File: src/rtl/pfd_multichan_pkg.sv
// Shared types and helpers for the multi-channel phase-frequency detector.
// Optional lock detector is enabled with PFD_LOCK_DETECT_EN.
package pfd_multichan_pkg;

  typedef enum logic [1:0] {
    IDLE    = 2'd0,
    UP_WAIT = 2'd1,
    DN_WAIT = 2'd2,
    HOLD    = 2'd3
  } pfd_state_e;

  // Bits needed to hold a counter that reaches max_val inclusive.
  function automatic int pfd_cnt_w(input int max_val);
    return (max_val < 1) ? 1 : $clog2(max_val + 1);
  endfunction

  // |err| <= tol, with the most negative value saturated rather than wrapped.
  function automatic logic pfd_in_tol(input logic signed [31:0] err, input int unsigned tol);
    logic [31:0] mag;
    if (err == 32'sh8000_0000) mag = 32'h7fff_ffff;
    else if (err < 0)          mag = $unsigned(-err);
    else                       mag = $unsigned(err);
    return (mag <= tol);
  endfunction

endpackage

File: src/rtl/pfd_multichan_if.sv
// Detector bus: per-channel ref/data inputs and pump/error outputs.
interface pfd_multichan_if #(
  parameter int N_CH  = 1,
  parameter int ERR_W = 8
) ();
  logic [N_CH-1:0]       ref_in;
  logic [N_CH-1:0]       data_in;
  logic [N_CH-1:0]       up;
  logic [N_CH-1:0]       down;
  logic [N_CH*ERR_W-1:0] phase_err;
  logic [N_CH-1:0]       err_valid;
  logic [N_CH-1:0]       lock;

  modport master (output ref_in, data_in, input up, down, phase_err, err_valid, lock);
  modport slave  (input ref_in, data_in, output up, down, phase_err, err_valid, lock);
endinterface

File: src/rtl/pfd_multichan_chan.sv
// One detector channel: synchroniser, edge detect, UP/DOWN FSM, optional lock
// detector (PFD_LOCK_DETECT_EN).
module pfd_multichan_chan
  import pfd_multichan_pkg::*;
#(
  parameter int ERR_W    = 8,
  parameter int DZ_CYC   = 2,
  parameter int MAX_WAIT = 100,
  parameter int LOCK_TOL = 2,
  parameter int LOCK_CNT = 16
) (
  input  logic                    clk,
  input  logic                    rst_n,
  input  logic                    i_ref,
  input  logic                    i_dat,
  output logic                    o_up,
  output logic                    o_down,
  output logic signed [ERR_W-1:0] o_err,
  output logic                    o_err_vld,
  output logic                    o_lock
);
  localparam int CW = pfd_cnt_w(MAX_WAIT);
  localparam int HW = pfd_cnt_w(DZ_CYC);
  localparam logic [CW-1:0] CNT_MAX  = CW'(MAX_WAIT);
  localparam logic [HW-1:0] HOLD_MAX = HW'(DZ_CYC);

  logic [2:0] r_ref_sync, r_dat_sync;
  pfd_state_e r_state;
  logic [CW-1:0] r_cnt;
  logic [HW-1:0] r_hcnt;
  logic r_pend_ref, r_pend_dat, r_up, r_down, r_err_vld;
  logic signed [ERR_W-1:0] r_err;

  logic w_ref_edge, w_dat_edge, w_hold_exit, w_ref_any, w_dat_any;
  logic w_ev, w_ev_tmo;
  logic signed [ERR_W-1:0] w_ev_err, w_cnt_s;

  // Two sync flops plus one history flop for rising-edge detection.
  always_ff @(posedge clk or negedge rst_n) begin
    if (!rst_n) begin
      r_ref_sync <= '0;
      r_dat_sync <= '0;
    end else begin
      r_ref_sync <= {r_ref_sync[1:0], i_ref};
      r_dat_sync <= {r_dat_sync[1:0], i_dat};
    end
  end

  assign w_ref_edge  = r_ref_sync[1] & ~r_ref_sync[2];
  assign w_dat_edge  = r_dat_sync[1] & ~r_dat_sync[2];
  assign w_hold_exit = (r_state == HOLD) && (r_hcnt == HOLD_MAX);
  // On HOLD exit, captured edges count as if they arrived in IDLE this cycle.
  assign w_ref_any   = w_ref_edge | (w_hold_exit & r_pend_ref);
  assign w_dat_any   = w_dat_edge | (w_hold_exit & r_pend_dat);
  assign w_cnt_s     = ERR_W'(r_cnt);

  always_comb begin
    w_ev     = 1'b0;
    w_ev_tmo = 1'b0;
    w_ev_err = '0;
    case (r_state)
      IDLE, HOLD: begin
        if ((r_state == IDLE || w_hold_exit) && w_ref_any && w_dat_any) w_ev = 1'b1;
      end
      UP_WAIT: begin
        if (w_dat_edge || r_cnt == CNT_MAX) begin
          w_ev     = 1'b1;
          w_ev_tmo = ~w_dat_edge;
          w_ev_err = w_cnt_s;
        end
      end
      DN_WAIT: begin
        if (w_ref_edge || r_cnt == CNT_MAX) begin
          w_ev     = 1'b1;
          w_ev_tmo = ~w_ref_edge;
          w_ev_err = -w_cnt_s;
        end
      end
      default: ;
    endcase
  end

  always_ff @(posedge clk or negedge rst_n) begin
    if (!rst_n) begin
      r_state    <= IDLE;
      r_cnt      <= '0;
      r_hcnt     <= '0;
      r_pend_ref <= 1'b0;
      r_pend_dat <= 1'b0;
      r_up       <= 1'b0;
      r_down     <= 1'b0;
      r_err      <= '0;
      r_err_vld  <= 1'b0;
    end else begin
      r_err_vld <= w_ev;
      if (w_ev) r_err <= w_ev_err;
      case (r_state)
        IDLE, HOLD: begin
          if (r_state == HOLD && !w_hold_exit) begin
            r_hcnt     <= r_hcnt + HW'(1);
            r_pend_ref <= r_pend_ref | w_ref_edge;
            r_pend_dat <= r_pend_dat | w_dat_edge;
          end else begin
            r_pend_ref <= 1'b0;
            r_pend_dat <= 1'b0;
            if (w_ref_any && w_dat_any) begin
              r_state <= HOLD;
              r_up    <= 1'b1;
              r_down  <= 1'b1;
              r_hcnt  <= HW'(1);
            end else if (w_ref_any) begin
              r_state <= UP_WAIT;
              r_up    <= 1'b1;
              r_down  <= 1'b0;
              r_cnt   <= CW'(1);
            end else if (w_dat_any) begin
              r_state <= DN_WAIT;
              r_up    <= 1'b0;
              r_down  <= 1'b1;
              r_cnt   <= CW'(1);
            end else begin
              r_state <= IDLE;
              r_up    <= 1'b0;
              r_down  <= 1'b0;
            end
          end
        end
        UP_WAIT: begin
          // Extra ref edges here are dropped: that is what gives frequency detection.
          if (w_dat_edge || r_cnt == CNT_MAX) begin
            r_state <= HOLD;
            r_down  <= 1'b1;
            r_hcnt  <= HW'(1);
          end else begin
            r_cnt <= r_cnt + CW'(1);
          end
        end
        DN_WAIT: begin
          if (w_ref_edge || r_cnt == CNT_MAX) begin
            r_state <= HOLD;
            r_up    <= 1'b1;
            r_hcnt  <= HW'(1);
          end else begin
            r_cnt <= r_cnt + CW'(1);
          end
        end
        default: r_state <= IDLE;
      endcase
    end
  end

  assign o_up      = r_up;
  assign o_down    = r_down;
  assign o_err     = r_err;
  assign o_err_vld = r_err_vld;

`ifdef PFD_LOCK_DETECT_EN
  localparam int RW = pfd_cnt_w(LOCK_CNT);
  localparam logic [RW-1:0] RUN_MAX = RW'(LOCK_CNT);

  logic [RW-1:0] r_run;
  logic          r_lock;

  // Lock tracks the event being reported, so it moves on the err_valid edge.
  always_ff @(posedge clk or negedge rst_n) begin
    if (!rst_n) begin
      r_run  <= '0;
      r_lock <= 1'b0;
    end else if (w_ev) begin
      if (!w_ev_tmo && pfd_in_tol(32'(w_ev_err), LOCK_TOL)) begin
        if (r_run != RUN_MAX) r_run <= r_run + RW'(1);
        r_lock <= (r_run >= RUN_MAX - RW'(1));
      end else begin
        r_run  <= '0;
        r_lock <= 1'b0;
      end
    end
  end

  assign o_lock = r_lock;
`else
  logic w_lock_unused;
  assign w_lock_unused = (LOCK_TOL != 0) ^ (LOCK_CNT != 0) ^ w_ev_tmo;
  assign o_lock        = 1'b0;
`endif

endmodule

File: src/rtl/pfd_multichan.sv
// N-channel clocked phase-frequency detector; channels are independent.
// Lock detection is built only when PFD_LOCK_DETECT_EN is defined.
module pfd_multichan
  import pfd_multichan_pkg::*;
#(
  parameter int N_CH     = 1,
  parameter int ERR_W    = 8,
  parameter int DZ_CYC   = 2,
  parameter int MAX_WAIT = 100,
  parameter int LOCK_TOL = 2,
  parameter int LOCK_CNT = 16
) (
  input  logic           clk,
  input  logic           temp_reset_out,
  pfd_multichan_if.slave bus
);
  logic [N_CH-1:0]            w_up, w_down, w_vld, w_lock;
  logic [N_CH-1:0][ERR_W-1:0] w_err;

  for (genvar g = 0; g < N_CH; g++) begin : g_ch
    pfd_multichan_chan #(
      .ERR_W(ERR_W), .DZ_CYC(DZ_CYC), .MAX_WAIT(MAX_WAIT),
      .LOCK_TOL(LOCK_TOL), .LOCK_CNT(LOCK_CNT)
    ) u_chan (
      .clk      (clk),
      .rst_n    (temp_reset_out),
      .i_ref    (bus.ref_in[g]),
      .i_dat    (bus.data_in[g]),
      .o_up     (w_up[g]),
      .o_down   (w_down[g]),
      .o_err    (w_err[g]),
      .o_err_vld(w_vld[g]),
      .o_lock   (w_lock[g])
    );
  end

  assign bus.up        = w_up;
  assign bus.down      = w_down;
  assign bus.phase_err = w_err;
  assign bus.err_valid = w_vld;
  assign bus.lock      = w_lock;

endmodule

File: src/flat_wrapper.sv
// flat-port wrapper written by rule: the top's interface ports become plain ports
module pfd_multichan_flat import pfd_multichan_pkg::*;
#(
  parameter int N_CH     = 1,
  parameter int ERR_W    = 8,
  parameter int DZ_CYC   = 2,
  parameter int MAX_WAIT = 100,
  parameter int LOCK_TOL = 2,
  parameter int LOCK_CNT = 16
)
  (clk, temp_reset_out, bus_ref_in, bus_data_in, bus_up, bus_down, bus_phase_err, bus_err_valid, bus_lock);
  pfd_multichan_if #(.N_CH(N_CH), .ERR_W(ERR_W)) bus_i ();
  input  logic clk;
  input  logic temp_reset_out;
  input wire logic [$bits(bus_i.ref_in)-1:0] bus_ref_in;
  input wire logic [$bits(bus_i.data_in)-1:0] bus_data_in;
  output wire logic [$bits(bus_i.up)-1:0] bus_up;
  output wire logic [$bits(bus_i.down)-1:0] bus_down;
  output wire logic [$bits(bus_i.phase_err)-1:0] bus_phase_err;
  output wire logic [$bits(bus_i.err_valid)-1:0] bus_err_valid;
  output wire logic [$bits(bus_i.lock)-1:0] bus_lock;
  assign bus_i.ref_in = bus_ref_in;
  assign bus_i.data_in = bus_data_in;
  assign bus_up = bus_i.up;
  assign bus_down = bus_i.down;
  assign bus_phase_err = bus_i.phase_err;
  assign bus_err_valid = bus_i.err_valid;
  assign bus_lock = bus_i.lock;
  pfd_multichan #(.N_CH(N_CH), .ERR_W(ERR_W), .DZ_CYC(DZ_CYC), .MAX_WAIT(MAX_WAIT), .LOCK_TOL(LOCK_TOL), .LOCK_CNT(LOCK_CNT)) u_core (.clk(clk), .temp_reset_out(temp_reset_out), .bus(bus_i));
endmodule
File: config.mk
export PLATFORM = sky130hd
export DESIGN_NAME = pfd_multichan_flat
export DESIGN_NICKNAME = d
export VERILOG_FILES = /design/src/rtl/pfd_multichan_pkg.sv /design/src/rtl/pfd_multichan_if.sv /design/src/rtl/pfd_multichan_chan.sv /design/src/rtl/pfd_multichan.sv /design/src/flat_wrapper.sv
export SDC_FILE = /design/constraint.sdc
export NUM_CORES = 1
export LEC_CHECK = 0
export CAP_MARGIN = 10
export CORE_UTILIZATION = 55
export DETAILED_ROUTE_END_ITERATION = 8
export HOLD_SLACK_MARGIN = 0.08
export PLACE_DENSITY = 0.76
export SLEW_MARGIN = 20
export SYNTH_ARGS = -nofsm -noshare
export SYNTH_HDL_FRONTEND = slang
export SYNTH_SLANG_ARGS = --single-unit
File: constraint.sdc
create_clock -name clk -period 2.6 [get_ports clk]
set_input_delay 0.26 -clock clk [delete_from_list [all_inputs] [get_ports clk]]
set_output_delay 0.26 -clock clk [all_outputs]
set_load 0.03 [all_outputs]
==> out/qor.yml, run 1 <==
status: "complete, but fails checks"
violations: "DRC"
reg2reg_depth: 7
critPathArrivalTime_ns: 2.40
ios: 16
cts.sinks: 30
cts_tree: "done"
design_area_um2: 1892
crit_path_top_delay_cell: "a221oi_4"
r2r_end: "u_core.g_ch[0].u_chan.r_cnt[4]$_DFFE_PN0P_"
nNetsFinal: 187
synthFlopType: "dfrtp_1"
timing.final.hold_violations: 0
cts-resized-gates: 0
gp_congestion: 0.9016
row_count: 19
async_flop_share_pct: 100.0
antennaDiodeCount: 0
layout-drive-gt1-share_pct: 14.12
cts_buffers: 5
max_stage_delay_ns: 0.46
setup_viol: 0
tightest_slew_ns: 0.5655
drt_first_iter_violations: 50
rsz0062_at_grt: "false"
worst_slack_ns: 0.4429
ys_ff_latch: 30
vias: 1310
ys_types: 45
die_y_um: 57.56
crit_type: "reg -> reg"
power_uw: 2461
post_cts_buffers: 0
final_common_cell: "dfrtp_1"
port_buffers: 14
h-tree-depth: 2
core_um2: 2829
floorplan.initialDensity_pct: 60.02
wl_per_cell_um: 15.86
grt_max_degree: 31
clk_pin_slew_ns: 0.10
synth_edf_count: 0
max_slew_margin_pct: 62.30
synth_nets: 173
fin_skew_ns: 0.01264
firstDrtPassIters: 6
crit_fanout: 8
seq_area_frac_synth_pct: 44.22
power_leakage_uw: 0.0009026
pre_cts_ws_ns: 0.4470
ant_nets: 0
min_path_type: "in -> async"
antenna_found_initial: 0
yosysTopAreaCell: "dfrtp_1"
cp_cell_sequence: "inv_1, ha_1, nand2b_4, o21ai_4, a221oi_4, o21ai_2, a221o_1"
die_area_um2: 3313
maxSlewViolCount: 0
finalCritPeriodShare_pct: 82.96
cts_buffer_depth: 2
die_width_um: 57.56
grt_pass1_vias: 1296
track_usage_pct: 24.25
required_ns: 2.84
holdBufCountCts: 0
critPathLaunchType: "flop"
areaGrowthSynthToFinish_pct: 11.42
detail_route.wirelength_um: 3299
rr_startpoint: "u_core.g_ch[0].u_chan.r_cnt[0]$_DFFE_PN0P_"
final_core_util_pct: 66.87
cts_root_buf: "clkbuf_4"
clock_latency_ns: 0.35
overflow: 0
reg2reg_slack_ns: 0.44
fmax_ghz: 0.4636
synth_warnings: 0
p_per_area_nw_per_um2: 1301
drc: 1
crit_path_end_kind: "flop"
placed_area_um2: 1828
grt_pass1_wl_um: 5823
min_period_ns: 2.157
drv_cap: 0
syn_area_um2: 1698
layout_common_cells: "dfrtp_1 (30), clkdlybuf4s50_1 (14), inv_1 (11)"
peakVddDrop_v: 0.0008002
via_per_inst: 6.298
synth.area.top_cells: "dfrtp_1 (44%), a221o_1 (5.9%), ha_1 (5.2%)"
syn_avg_cell_area_um2: 10.48
hpwl_um: 2422
synth.top_cell.area_share_pct: 44.22
timing.setup.tns_ns: 0
netlist_instances: 162
==> power breakdown <==
group          total (µW)  leakage [µW]  internal, µW  switching [µW]
Sequential            795      0.000369           628             167
Clock                 299     0.0000343           130             170
Combinational        1370      0.000499           602             764
Total                2460      0.000903          1360            1100
==> synthesized netlist by cell type, types with 4 or more instances <==
master    instances
inv_1            11
nor3_1            7
nor2_1            9
and3_1            4
dfrtp_1          30
a21oi_1           5
a221o_1          10
nand3_1           7
ha_1              7
o22a_1            5
clkbuf_1          5
nor3b_1           6
nand2_1           9
==> layout make-up <==
class	count	area, µm²
fillers	230	937.1
multi-input cells	110	827.0
flip-flops and latches	30	750.7
repair buffers	18	170.2
clock buffers	6	51.30
inverters	11	41.29
well taps	31	38.79
clock inverters	2	12.51
==> worst max path at each step <==
stage	endpoint	startpoint	depth (start not counted)
floorplan	u_core.g_ch[0].u_chan.r_cnt[3]$_DFFE_PN0P_	u_core.g_ch[0].u_chan.r_cnt[0]$_DFFE_PN0P_	7
global placement	u_core.g_ch[0].u_chan.r_cnt[5]$_DFFE_PN0P_	u_core.g_ch[0].u_chan.r_cnt[0]$_DFFE_PN0P_	7
detailed placement	u_core.g_ch[0].u_chan.r_cnt[4]$_DFFE_PN0P_	u_core.g_ch[0].u_chan.r_cnt[0]$_DFFE_PN0P_	7
CTS	u_core.g_ch[0].u_chan.r_cnt[4]$_DFFE_PN0P_	u_core.g_ch[0].u_chan.r_cnt[0]$_DFFE_PN0P_	7
global route	u_core.g_ch[0].u_chan.r_cnt[4]$_DFFE_PN0P_	u_core.g_ch[0].u_chan.r_cnt[0]$_DFFE_PN0P_	7
finish	u_core.g_ch[0].u_chan.r_cnt[4]$_DFFE_PN0P_	u_core.g_ch[0].u_chan.r_cnt[0]$_DFFE_PN0P_	7
==> routing by layer <==
layer	wire (µm)	share of wire (%)	track usage, %
met1	1443	44	28.97
met2	1593	48	38.70
met3	146	4.4	5.215
met4	115	3.5	17.42
met5	0	0	0
==> metrics by stage <==
step                      instances  hold WS, ns
final                           208       0.2792
after global routing            208       0.3110
after CTS                       208       0.2926
after detailed placement        200       0.3355
after global placement          200       0.3367
after floorplan                 162     -0.03559
==> flip-flops by register name (all words and copies together) (netlist names) <==
register,count
u_core.g_ch.u_chan.o_err_vld,1
u_core.g_ch.u_chan.r_ref_sync,3
u_core.g_ch.u_chan.o_up,1
u_core.g_ch.u_chan.o_down,1
u_core.g_ch.u_chan.r_hcnt,2
u_core.g_ch.u_chan.r_state,2
u_core.g_ch.u_chan.r_cnt,7
u_core.g_ch.u_chan.r_pend_ref,1
u_core.g_ch.u_chan.o_err,8
u_core.g_ch.u_chan.r_pend_dat,1
u_core.g_ch.u_chan.r_dat_sync,3
==> cells by family after synthesis <==
kind of cell             Yosys count  synth area share (%)
AND/OR/NAND/NOR                   58                 20.12
AO/OA/AOI/OAI                     41                 21.52
flip-flops                        30                 44.22
buffers and inverters             22                 7.074
adder cells (fa/ha/maj)            7                 5.158
multiplexers                       2                 1.179
other                              1                0.2209
XOR/XNOR                           1                0.5159
==> worst max-delay path: cells and delay by family (launching register included) <==
kind                     cells  cell delay, ns
AO/OA/AOI/OAI                4            1.14
adder cells (fa/ha/maj)      1            0.25
buffers and inverters        1            0.08
flip-flops                   1            0.44
AND/OR/NAND/NOR              1            0.14
Note: power is estimated with default switching activity, not from simulation.
==> run 2: changes to the inputs <==
CORE_UTILIZATION = 51   (was 55)
PLACE_DENSITY = 0.74   (was 0.76)
clock period = 1.75 ns   (was 2.6 ns; I/O delays follow)
==> out/qor.yml, run 2 (synthesis gave the netlist of run 1 again) <==
cts_root_buf: "clkbuf_4"
die_area_um2: 3564
clock_latency_ns: 0.34
crit_type: "reg -> reg"
row_count: 20
final_common_cell: "buf_4"
num-fill-cells: 254
fin_skew_ns: 0.01309
cts_buffers: 5
overflow: 0
grt_pass1_wl_um: 6161
worst_slack_ns: -0.01684
hpwl_um: 2620
cp_cell_sequence: "inv_2, ha_4, nand2b_4, o21ai_4, a32oi_2, and2_4, a221o_1"
critPathArrivalTime_ns: 1.99
maxSlewViolCount: 0
p_sw_share_pct: 42.83
drt_first_iter_violations: 57
nNetsFinal: 215
floorplan.initialDensity_pct: 54.72
track_usage_pct: 23.79
crit_fanout: 8
dr_wl_met3_um: 119
h-tree-depth: 2
gp_congestion: 0.8232
rr_startpoint: "u_core.g_ch[0].u_chan.r_cnt[1]$_DFFE_PN0P_"
status: "complete, but fails checks"
layout-drive-gt1-share_pct: 30.73
detail_route.wirelength_um: 3650
violations: "setup timing"
firstDrtPassIters: 4
finalCritPeriodShare_pct: 101.0
min_path_type: "in -> async"
internal_power_uw: 2360
power_leakage_uw: 0.001041
port_buffers: 14
largest_reg_flops: 8
antenna_found_initial: 0
design_area_um2: 2170
comb_power_share_pct: 62.6
p_switching_uw: 1768
required_ns: 1.97
cts.sinks: 30
grt_pass1_vias: 1407
die_y_um: 59.70
layout_common_cells: "buf_4 (31), dfrtp_1 (30), clkdlybuf4s50_1 (14)"
via_per_inst: 5.667
regArea_um2: 750.7
grt_max_degree: 31
ant_nets: 0
timing.setup.tns_ns: -0.06423
rsz0062_at_grt: "true"
clk_pin_slew_ns: 0.10
antennaDiodeCount: 0
p_clk_share_pct: 10.7
die_width_um: 59.70
crit_path_end_kind: "flop"
critPathLaunchType: "flop"
multiInputGateArea_um2: 874.6
fmax_ghz: 0.5660
min_period_ns: 1.767
ios: 16
cts_buffer_depth: 2
seqPwrFrac_pct: 26.7
vias: 1411
areaGrowthSynthToFinish_pct: 27.78
drv_cap: 0
wl_per_cell_um: 14.66
crit_start: "u_core.g_ch[0].u_chan.r_cnt[1]$_DFFE_PN0P_"
peakVddDrop_v: 0.001001
placed_area_um2: 2047
wl_met1_um: 1752
routed.top_layer: "met4"
max_stage_delay_ns: 0.43
dr_wl_met2_um: 1689
setup_viol: 8
crit_path_top_delay_cell: "dfrtp_1"
core_um2: 3103
p_per_area_nw_per_um2: 1903
cts_tree: "done"
drc: 0
hold_ws_ns: 0.2057
timing.final.hold_violations: 0
-- run 2: final cells by class --
class	count	area share, %
clock buffers	6	2.364
repair buffers	46	17.70
well taps	44	2.537
inverters	11	1.903
multi-input cells	110	40.31
flip-flops and latches	30	34.60
clock inverters	2	0.5767
-- run 2: power groups by stage --
| stage | clock network, µW | logic [µW] | registers [µW] |
|---|---|---|---|
| after floorplan | 0 | 1480 | 1300 |
| after global placement | 0 | 2380 | 1100 |
| after detailed placement | 0 | 2440 | 1110 |
| after CTS | 458 | 2560 | 1100 |
| after global routing | 475 | 2820 | 1130 |
| final | 444 | 2580 | 1100 |
-- run 2: path summary, 6_finish.rpt --
check / endpoint / slack [ns] / cells after the start
hold reg to reg: u_core.g_ch[0].u_chan.r_dat_sync[1]$_DFF_PN0_ / 0.37 / 0
setup / recovery: u_core.g_ch[0].u_chan.o_err[4]$_DFFE_PN0P_ / -0.02 / 7
setup reg to reg: u_core.g_ch[0].u_chan.o_err[4]$_DFFE_PN0P_ / -0.02 / 7
max in group asynchronous: u_core.g_ch[0].u_chan.o_err[4]$_DFFE_PN0P_ / 1.27 / 2
hold / removal: u_core.g_ch[0].u_chan.r_cnt[0]$_DFFE_PN0P_ / 0.21 / 2
min in group clk: u_core.g_ch[0].u_chan.r_dat_sync[0]$_DFF_PN0_ / 0.26 / 1
-- run 2: per-layer routing --
layer / vias to the layer above / track usage [%]
met5: - / 0
met1: 691 / 30.15
met4: 0 / 13.62
met3: 9 / 4.978
li1: 679 / -
met2: 32 / 37.62
-- run 2: per-stage QoR --
step | utilization (%) | std cells | power (µW) | worst slack [ns]
2_1_floorplan | - | 162 | 2772 | -0.03069
3_3_place_gp | 65.97 | 237 | 3481 | 0.01327
3_5_place_dp | 65.97 | 237 | 3552 | -0.04261
4_1_cts | 69.68 | 249 | 4115 | -0.02142
5_1_grt | 69.92 | 249 | 4424 | -0.1124
6_report | 69.92 | 249 | 4128 | -0.01684
-- run 2: critical path: cells and delay by family, from the launching register on --
kind | cells | cell delay, ns
adder cells (fa/ha/maj) | 1 | 0.15
AND/OR/NAND/NOR | 2 | 0.27
buffers and inverters | 1 | 0.09
flip-flops | 1 | 0.43
AO/OA/AOI/OAI | 3 | 0.70
-- run 2: what timing repair did --
action,CTS,global route
setup endpoints to repair,9,18
buffers inserted,4,0
hold buffers,0,0
gates resized for setup,4,3
pin swaps,2,1
gates cloned,0,0
